===== src/rtl/sa_serializer.sv =====
// Parallel-to-serial operand stage for the serial adder: LSB-first bit pairs with
// first/last frame markers and a one-word pending buffer for bubble-free frames.
module sa_serializer #(
  parameter int WIDTH = 4,
  parameter int CNT_W = 2
) (
  input  logic             clk,
  input  logic             rst,
  input  logic [WIDTH-1:0] in_a,
  input  logic [WIDTH-1:0] in_b,
  input  logic             in_valid,
  output logic             in_ready,
  output logic             ser_a,
  output logic             ser_b,
  output logic             ser_valid,
  output logic             ser_first,
  output logic             ser_last,
  input  logic             ser_ready,
  output logic             busy
);

  typedef enum logic {IDLE, SHIFT} state_t;

  localparam logic [CNT_W-1:0] LAST_IDX = CNT_W'(WIDTH - 1);

  state_t           state;
  logic [CNT_W-1:0] cnt;
  logic [WIDTH-1:0] sh_a;
  logic [WIDTH-1:0] sh_b;
  logic [WIDTH-1:0] pend_a;
  logic [WIDTH-1:0] pend_b;
  logic             pend_full;

  logic accept;
  logic xfer;
  logic last_xfer;
  logic direct;

  assign in_ready  = ~rst & ~pend_full;
  assign accept    = in_valid & in_ready;
  assign xfer      = (state == SHIFT) & ser_ready;
  assign last_xfer = xfer & (cnt == LAST_IDX);
  // A word bypasses the pending slot only when the shifter is free this edge.
  assign direct    = accept & ((state == IDLE) | (last_xfer & ~pend_full));

  assign ser_valid = (state == SHIFT);
  assign ser_a     = ser_valid & sh_a[0];
  assign ser_b     = ser_valid & sh_b[0];
  assign ser_first = ser_valid & (cnt == '0);
  assign ser_last  = ser_valid & (cnt == LAST_IDX);
  assign busy      = ser_valid | pend_full;

  always_ff @(posedge clk or posedge rst) begin
    if (rst) begin
      state     <= IDLE;
      cnt       <= '0;
      sh_a      <= '0;
      sh_b      <= '0;
      pend_a    <= '0;
      pend_b    <= '0;
      pend_full <= 1'b0;
    end else begin
      if (state == IDLE) begin
        if (accept) begin
          sh_a  <= in_a;
          sh_b  <= in_b;
          cnt   <= '0;
          state <= SHIFT;
        end
      end else if (xfer) begin
        if (cnt == LAST_IDX) begin
          cnt <= '0;
          if (pend_full) begin
            sh_a      <= pend_a;
            sh_b      <= pend_b;
            pend_full <= 1'b0;
          end else if (accept) begin
            sh_a <= in_a;
            sh_b <= in_b;
          end else begin
            state <= IDLE;
          end
        end else begin
          sh_a <= sh_a >> 1;
          sh_b <= sh_b >> 1;
          cnt  <= cnt + 1'b1;
        end
      end

      // accept implies pend_full was low, so this never fights the drain above.
      if (accept && !direct) begin
        pend_a    <= in_a;
        pend_b    <= in_b;
        pend_full <= 1'b1;
      end
    end
  end

endmodule


===== config.mk =====
export PLATFORM = sky130hd
export DESIGN_NAME = sa_serializer
export DESIGN_NICKNAME = d
export VERILOG_FILES = /design/src/rtl/sa_serializer.sv
export SDC_FILE = /design/constraint.sdc
export NUM_CORES = 1
export LEC_CHECK = 0
export BUFFER_PORTS_ARGS = -buffer_cell sky130_fd_sc_hd__buf_2
export CAP_MARGIN = 20
export CORE_UTILIZATION = 58
export DETAILED_ROUTE_END_ITERATION = 8
export PLACE_DENSITY = 0.81
export SYNTH_ARGS = -nofsm -noshare
export SYNTH_HDL_FRONTEND = slang
export SYNTH_SLANG_ARGS = --single-unit

===== constraint.sdc =====
create_clock -name clk -period 2.9 [get_ports clk]
set_input_delay 0.145 -clock clk [delete_from_list [all_inputs] [get_ports clk]]
set_output_delay 0.145 -clock clk [all_outputs]
set_load 0.01 [all_outputs]

==> flow_summary_export.csv, run 1 <==
group,metric,value,unit
timing,fin_setup_tns,0,ns
timing,holdWs,0.08452,ns
critical_path,crit_required,3.09,ns
detailed_routing,drc,0,
floorplan,dieArea,2079,sq um
detailed_routing,drtIter0Drc,23,
detailed_routing,wire_per_inst,14.73,um
critical_path,cp_num_buf_inv,0,
cts,htreeDepth,1,
cts,post_cts_resized,0,
placed_design,dpl_worst_slack,0.9223,ns
critical_path,path_delay_family,"simple AND/OR/NAND/NOR gates",
timing,worst_slew_margin_rel,50.59,%
critical_path,critPathKind,"reg2reg",
detailed_routing,first_pass_iters,4,
global_route,grt_pass1_vias,751,
run_status,run_status,"finished clean",
synthesis,syn_area,1102,sq um
cts,cts_buffers,3,
flow_run,cap_violations,0,
pwr,ir_worst_vdd,0.5560,mV
cts,hold_buffers,1,
detailed_routing,via_count,825,
timing,max_freq,494.5,MHz
cts,post_cts_buffers,0,
critical_path,worst_setup_path_start_kind,"flop",
synthesis,synthCells,106,
global_route,grtUsageTotal,23.27,%
global_route,antenna_found_initial,0,
detailed_routing,ant_nets,0,
finish,area_growth,11.24,%
placed_design,io_buffers,18,
timing,finClkSkew,0.002095,ns
global_route,grt_max_degree,22,
pwr,power_density,921.9,nW/um^2
finish,drive_above_1_share,27.27,%
critical_path,crit_chain,"nor2_2, and2_1, nand3_4, mux2_1",
floorplan,row_count,15,
detailed_routing,wirelength,2.151,mm
floorplan,die_y,45.60,um
timing,worstMarginPinSlew,0.7403,ns
timing,post-route-worst-setup-slack,0.8776,ns
floorplan,fp.dieW,45.60,um
detailed_routing,viasPerCell,5.651,
timing,rsz0062_at_grt,"false",
critical_path,end_kind,"flop",
critical_path,arrival,2.21,ns
critical_path,slowest_delay,0.57,ns
floorplan,start_util,63.15,%
floorplan,core,1745,sq um
cts,cts_root_buffer,"clkbuf_4",
timing,period_share,69.74,%
timing,finalCriticalPeriod,2.022,ns
synthesis,synth_nets,120,
timing,setup_viol,0,
cts,clk_pin_slew_worst_paths,0.11,ns
pwr,leakage,0.5193,nW
finish,nets,136,
finish,n_antenna_cell,0,
synthesis,synth.yosys.seq_area_share,45.40,%
placed_design,place_congestion,0.7961,
placed_design,dp_hpwl,1.484,mm
critical_path,critPathSlowestCell,"and2_1",
worst_hold_path,hold_path.class,"in2reg",
timing,slew_violations,0,
finish,nFillCells,145,
global_route,grt_pass1_wl,3.381,mm
critical_path,cp_max_fo,14,
timing,hold_viol,0,
global_route,grt-ovfl-total,0,
cts,cts_buffer_depth,2,
cts,clkSinkCount,20,
synthesis,ys_ff_latch,20,
synthesis,ys_warn_count,0,
floorplan,num_io_pins,19,
cts,cts_tree,"built",
synthesis,ys_types,25,
finish,final_util,70.25,%
synthesis,syn_avg_cell_area,10.40,sq um
cts,clk_latency,0.30,ns
-- final cells by class --
cell class / instances / area [sq um] / share of cell area (%)
Clock buffer: 4 / 36.28 / 2.959
Inverter: 3 / 11.26 / 0.9184
Multi-Input combinational cell: 75 / 546.8 / 44.59
Sequential cell: 20 / 500.5 / 40.82
Tap cell: 25 / 31.28 / 2.551
Timing Repair Buffer: 19 / 100.1 / 8.163
-- sequential cells by signal (all words and copies together), names as in the netlist --
| register | count |
|---|---|
| cnt | 2 |
| pend_a | 4 |
| pend_b | 4 |
| pend_full | 1 |
| ser_valid | 1 |
| sh_a | 4 |
| sh_b | 4 |
-- per-stage QoR --
step / cell area [sq um] / power, mW / cells
after floorplan: 1102 / 0.8558 / 106
after global placement: 1180 / 0.9462 / 141
after detailed placement: 1180 / 0.9729 / 141
after CTS: 1226 / 1.134 / 146
after global routing: 1226 / 1.218 / 146
final: 1226 / 1.130 / 146
-- cells in the final DEF (no fill, tap or decap) --
master,instances
dfrtp_1,20
buf_2,18
nand3_1,13
o21ai_0,9
nand2b_1,7
mux2_2,7
mux2i_1,6
o211ai_1,6
and2_1,5
nand2_1,3
o21a_1,3
inv_1,3
clkbuf_4,3
a32o_1,2
nor2b_1,2
a32oi_1,2
o2bb2ai_1,2
or2_2,2
ha_1,2
nor2_1,1
nor2_2,1
nand3_4,1
mux2_1,1
clkbuf_8,1
dlygate4sd3_1,1
-- layer usage --
metal | wire length [um] | track usage, % | vias up
met5 | 0 | 0 | -
met4 | 13 | 9.091 | 0
met3 | 79 | 2.381 | 2
met2 | 1072 | 39.14 | 16
met1 | 986 | 30.73 | 396
li1 | - | - | 411
-- Yosys cell counts (all sizes together) --
| library cell | number | area, sq um |
|---|---|---|
| o211ai | 6 | 45.04 |
| mux2i | 6 | 60.06 |
| mux2 | 8 | 90.09 |
| buf | 4 | 28.78 |
| inv | 3 | 11.26 |
| o21ai | 9 | 45.04 |
| clkbuf | 4 | 15.01 |
| dfrtp | 20 | 500.5 |
| and2 | 5 | 31.28 |
| nand2b | 7 | 43.79 |
| or2 | 2 | 12.51 |
| nand3 | 14 | 82.58 |
| o2bb2ai | 2 | 17.52 |
| ha | 2 | 25.02 |
| a32o | 2 | 20.02 |
| a32oi | 2 | 17.52 |
| o21a | 3 | 22.52 |
| nor2b | 2 | 12.51 |
| nand2 | 3 | 11.26 |
| nor2 | 2 | 10.01 |
-- logic make-up after synthesis --
family,synth area share [%]
flip-flops,45.40
buffers and inverters,4.994
multiplexers,13.62
adder cells (fa/ha/maj),2.270
AO/OA/AOI/OAI,15.21
AND/OR/NAND/NOR,18.50
-- where the power goes --
group | internal [mW] | switching, mW
Sequential | 0.406 | 0.129
Combinational | 0.229 | 0.205
Clock | 0.0765 | 0.0840
Total | 0.712 | 0.419
-- final timing paths --
| kind | start | depth (start not counted) | slack [ns] | end |
|---|---|---|---|---|
| min reg2reg | sh_b[3]$_DFFE_PP0P_ | 1 | 0.52 | sh_b[3]$_DFFE_PP0P_ |
| max reg2reg | pend_full$_DFFE_PP0P_ | 4 | 0.88 | pend_b[3]$_DFFE_PP0P_ |
| max | pend_full$_DFFE_PP0P_ | 4 | 0.88 | pend_b[3]$_DFFE_PP0P_ |
| max in group asynchronous | rst | 3 | 1.92 | pend_b[1]$_DFFE_PP0P_ |
| min | in_b[3] | 2 | 0.08 | pend_b[3]$_DFFE_PP0P_ |
| min in group asynchronous | rst | 3 | 0.52 | ser_valid$_DFF_PP0_ |
(Power assumes the default switching activity.)
==> run 2, diff against run 1 <==
--- a/config.mk
+++ b/config.mk
@@ -5,11 +5,12 @@
 export SDC_FILE = /design/constraint.sdc
 export NUM_CORES = 1
 export LEC_CHECK = 0
+export ABC_AREA = 1
 export BUFFER_PORTS_ARGS = -buffer_cell sky130_fd_sc_hd__buf_2
 export CAP_MARGIN = 20
-export CORE_UTILIZATION = 58
+export CORE_UTILIZATION = 50
 export DETAILED_ROUTE_END_ITERATION = 8
-export PLACE_DENSITY = 0.81
+export PLACE_DENSITY = 0.73
 export SYNTH_ARGS = -nofsm -noshare
 export SYNTH_HDL_FRONTEND = slang
 export SYNTH_SLANG_ARGS = --single-unit
==> constraint.sdc (replaced) <==
create_clock -name clk -period 1.65 [get_ports clk]
set_input_delay 0.0825 -clock clk [delete_from_list [all_inputs] [get_ports clk]]
set_output_delay 0.0825 -clock clk [all_outputs]
set_load 0.01 [all_outputs]
==> run 2 against run 1 <==
Compared with the run above:
- core utilization down 8.0 points
- global-route usage up 1.0 points
- power up 92%
- largest cell class unchanged
==> flow_summary_export.csv, run 2 <==
group,metric,value,unit
global_route,grt_pass1_vias,1097,
placed_design,dpl_worst_slack,0.2728,ns
detailed_routing,viasPerCell,5.250,
synthesis,synth_nets,189,
synthesis,synth.yosys.seq_area_share,40.16,%
critical_path,critPathKind,"reg2out",
timing,rsz0062_at_grt,"false",
timing,worstMarginPinSlew,0.3992,ns
cts,cts_buffer_depth,2,
global_route,grt_max_degree,21,
cts,post_cts_resized,0,
critical_path,crit_required,1.57,ns
detailed_routing,via_count,1176,
worst_hold_path,hold_path_end,"pend_b[0]$_DFFE_PP0P_",
critical_path,end_kind,"output pin",
flow_run,cap_violations,0,
timing,finClkSkew,0.01119,ns
detailed_routing,wirelength,2.789,mm
timing,slew_violations,0,
synthesis,synth.top_cells.by_count,"nand2_1, dfrtp_1, inv_1",
pwr,power.total,2.171,mW
critical_path,cp_num_buf_inv,3,
timing,fin_setup_tns,0,ns
pwr,leakage,0.7852,nW
finish,n_antenna_cell,0,
synthesis,yosysMostFrequentCell,"nand2_1",
placed_design,dp_hpwl,2.169,mm
synthesis,synthTopCellsByArea,"dfrtp_1, nand2_1, inv_1",
cts,post_cts_buffers,0,
cts,clkSinkCount,20,
run_status,run_status,"finished clean",
detailed_routing,drc,0,
critical_path,rrSetupSlack,0.25,ns
placed_design,io_buffers,18,
global_route,grt-ovfl-total,0,
cts,cts_buffers,3,
floorplan,row_count,17,
critical_path,arrival,1.36,ns
timing,hold_viol,0,
synthesis,async_flop_share,100.0,%
global_route,grt_pass1_wl,4.830,mm
floorplan,dieArea,2696,sq um
synthesis,synth_top_area_share,40.16,%
cts,clk_pin_slew_worst_paths,0.13,ns
critical_path,crit_chain,"buf_4, nand2_1, inv_1, buf_2",
finish,area_growth,13.65,%
critical_path,cp_max_fo,11,
floorplan,die_y,51.93,um
synthesis,synth_edf_count,0,
synthesis,yosys.area.top_type,"dfrtp_1",
critical_path,slowest_delay,0.56,ns
synthesis,syn_avg_cell_area,7.121,sq um
cts,cts_root_buffer,"clkbuf_4",
detailed_routing,first_pass_iters,4,
finish,drive_above_1_share,17.86,%
detailed_routing,drtIter0Drc,29,
finish,nets,211,
finish,regArea,500.5,sq um
finish,nFillCells,201,
detailed_routing,ant_nets,0,
worst_hold_path,holdPathStages,3,
critical_path,r2r-end,"pend_b[3]$_DFFE_PP0P_",
global_route,antenna_found_initial,0,
timing,post-route-worst-setup-slack,0.2030,ns
critical_path,worst_setup_path_start_kind,"flop",
synthesis,synthCells,175,
floorplan,core,2276,sq um
critical_path,crit_cells,4,
floorplan,fp.dieW,51.93,um
global_route,grtUsageTotal,24.32,%
timing,period_share,87.70,%
worst_hold_path,min_from,"in_b[0]",
synthesis,ys_ff_latch,20,
timing,holdWs,0.02835,ns
synthesis,ys_types,21,
critical_path,reg2reg_from,"cnt[0]$_DFFE_PP0P_",
finish,final_common_cell,"nand2_1",
cts,cts_tree,"built",
pwr,ir_worst_vdd,1.118,mV
synthesis,ys_warn_count,0,
critical_path,path_delay_family,"flip-flops",
finish,multi_input_area,621.8,sq um
cts,hold_buffers,1,
critical_path,r2r_cells,7,
finish,final_cell_mix,"nand2_1, dfrtp_1, inv_1, buf_2, nor2_1",
critical_path,critPathSlowestCell,"dfrtp_1",
detailed_routing,wire_per_inst,12.45,um
cts,clk_latency,0.31,ns
placed_design,place_congestion,0.8447,
timing,max_freq,691.1,MHz
timing,setup_viol,0,
pwr,power_density,1533,nW/um^2
timing,finalCriticalPeriod,1.447,ns
worst_hold_path,hold_path.class,"in2reg",
synthesis,ys.flop_type,"dfrtp_1",
floorplan,num_io_pins,19,
cts,htreeDepth,1,
synthesis,syn_area,1246,sq um
timing,worst_slew_margin_rel,73.39,%
floorplan,start_util,54.76,%
==> run 2: layout make-up <==
| type | instances | share of cell area [%] |
|---|---|---|
| multi-input combinational | 130 | 43.90 |
| sequential | 20 | 35.34 |
| timing repair buffer | 21 | 8.127 |
| inverter | 21 | 6.449 |
| tap | 28 | 2.473 |
| clock inverter | 1 | 2.120 |
| clock buffer | 3 | 1.590 |
==> run 2: per-layer routing <==
| metal | part of all wire (%) | up-vias | GRT usage (%) |
|---|---|---|---|
| met2 | 46 | 27 | 38.68 |
| li1 | - | 589 | - |
| met5 | 0 | - | 0 |
| met3 | 4.4 | 5 | 5.556 |
| met4 | 1.2 | 0 | 7.207 |
| met1 | 48 | 555 | 32.60 |
==> run 2: power by group <==
| part | switching (mW) | internal [mW] |
|---|---|---|
| combinational | 0.545 | 0.323 |
| sequential | 0.205 | 0.686 |
| clock | 0.168 | 0.246 |
| total | 0.917 | 1.25 |
==> run 2: worst min-delay path: cells and delay by family <==
family	cells	cell delay, ns
and+or+nand+nor	2	0.13
buffers and inverters	1	0.11
==> run 2: cells by family (layout without fill, tap and decap cells) <==
family                   Yosys count  count (layout)  share of synthesized area, %
AND/OR/NAND/NOR                  119             119                         43.88
buffers and inverters             25              46                         9.940
flip-flops                        20              20                         40.16
AO/OA/AOI/OAI                      9               9                         4.015
adder cells (fa/ha/maj)            2               2                         2.008
==> run 2: how the worst max path moves through the flow <==
stage,from,endpoint,slack (ns)
2_1_floorplan,cnt[0]$_DFFE_PP0P_,pend_a[0]$_DFFE_PP0P_,0.41
3_3_place_gp,cnt[0]$_DFFE_PP0P_,pend_a[0]$_DFFE_PP0P_,0.29
3_5_place_dp,cnt[0]$_DFFE_PP0P_,pend_b[1]$_DFFE_PP0P_,0.27
4_1_cts,ser_valid$_DFF_PP0_,ser_first,0.19
5_1_grt,ser_valid$_DFF_PP0_,ser_first,0.12
6_report,ser_valid$_DFF_PP0_,ser_first,0.20
==> run 2: metrics by stage <==
stage	utilization [%]	std cells	cell area, sq um
floorplan	-	175	1246
global placement	59.48	219	1354
detailed placement	59.48	219	1354
CTS	62.23	224	1416
global route	62.23	224	1416
finish	62.23	224	1416
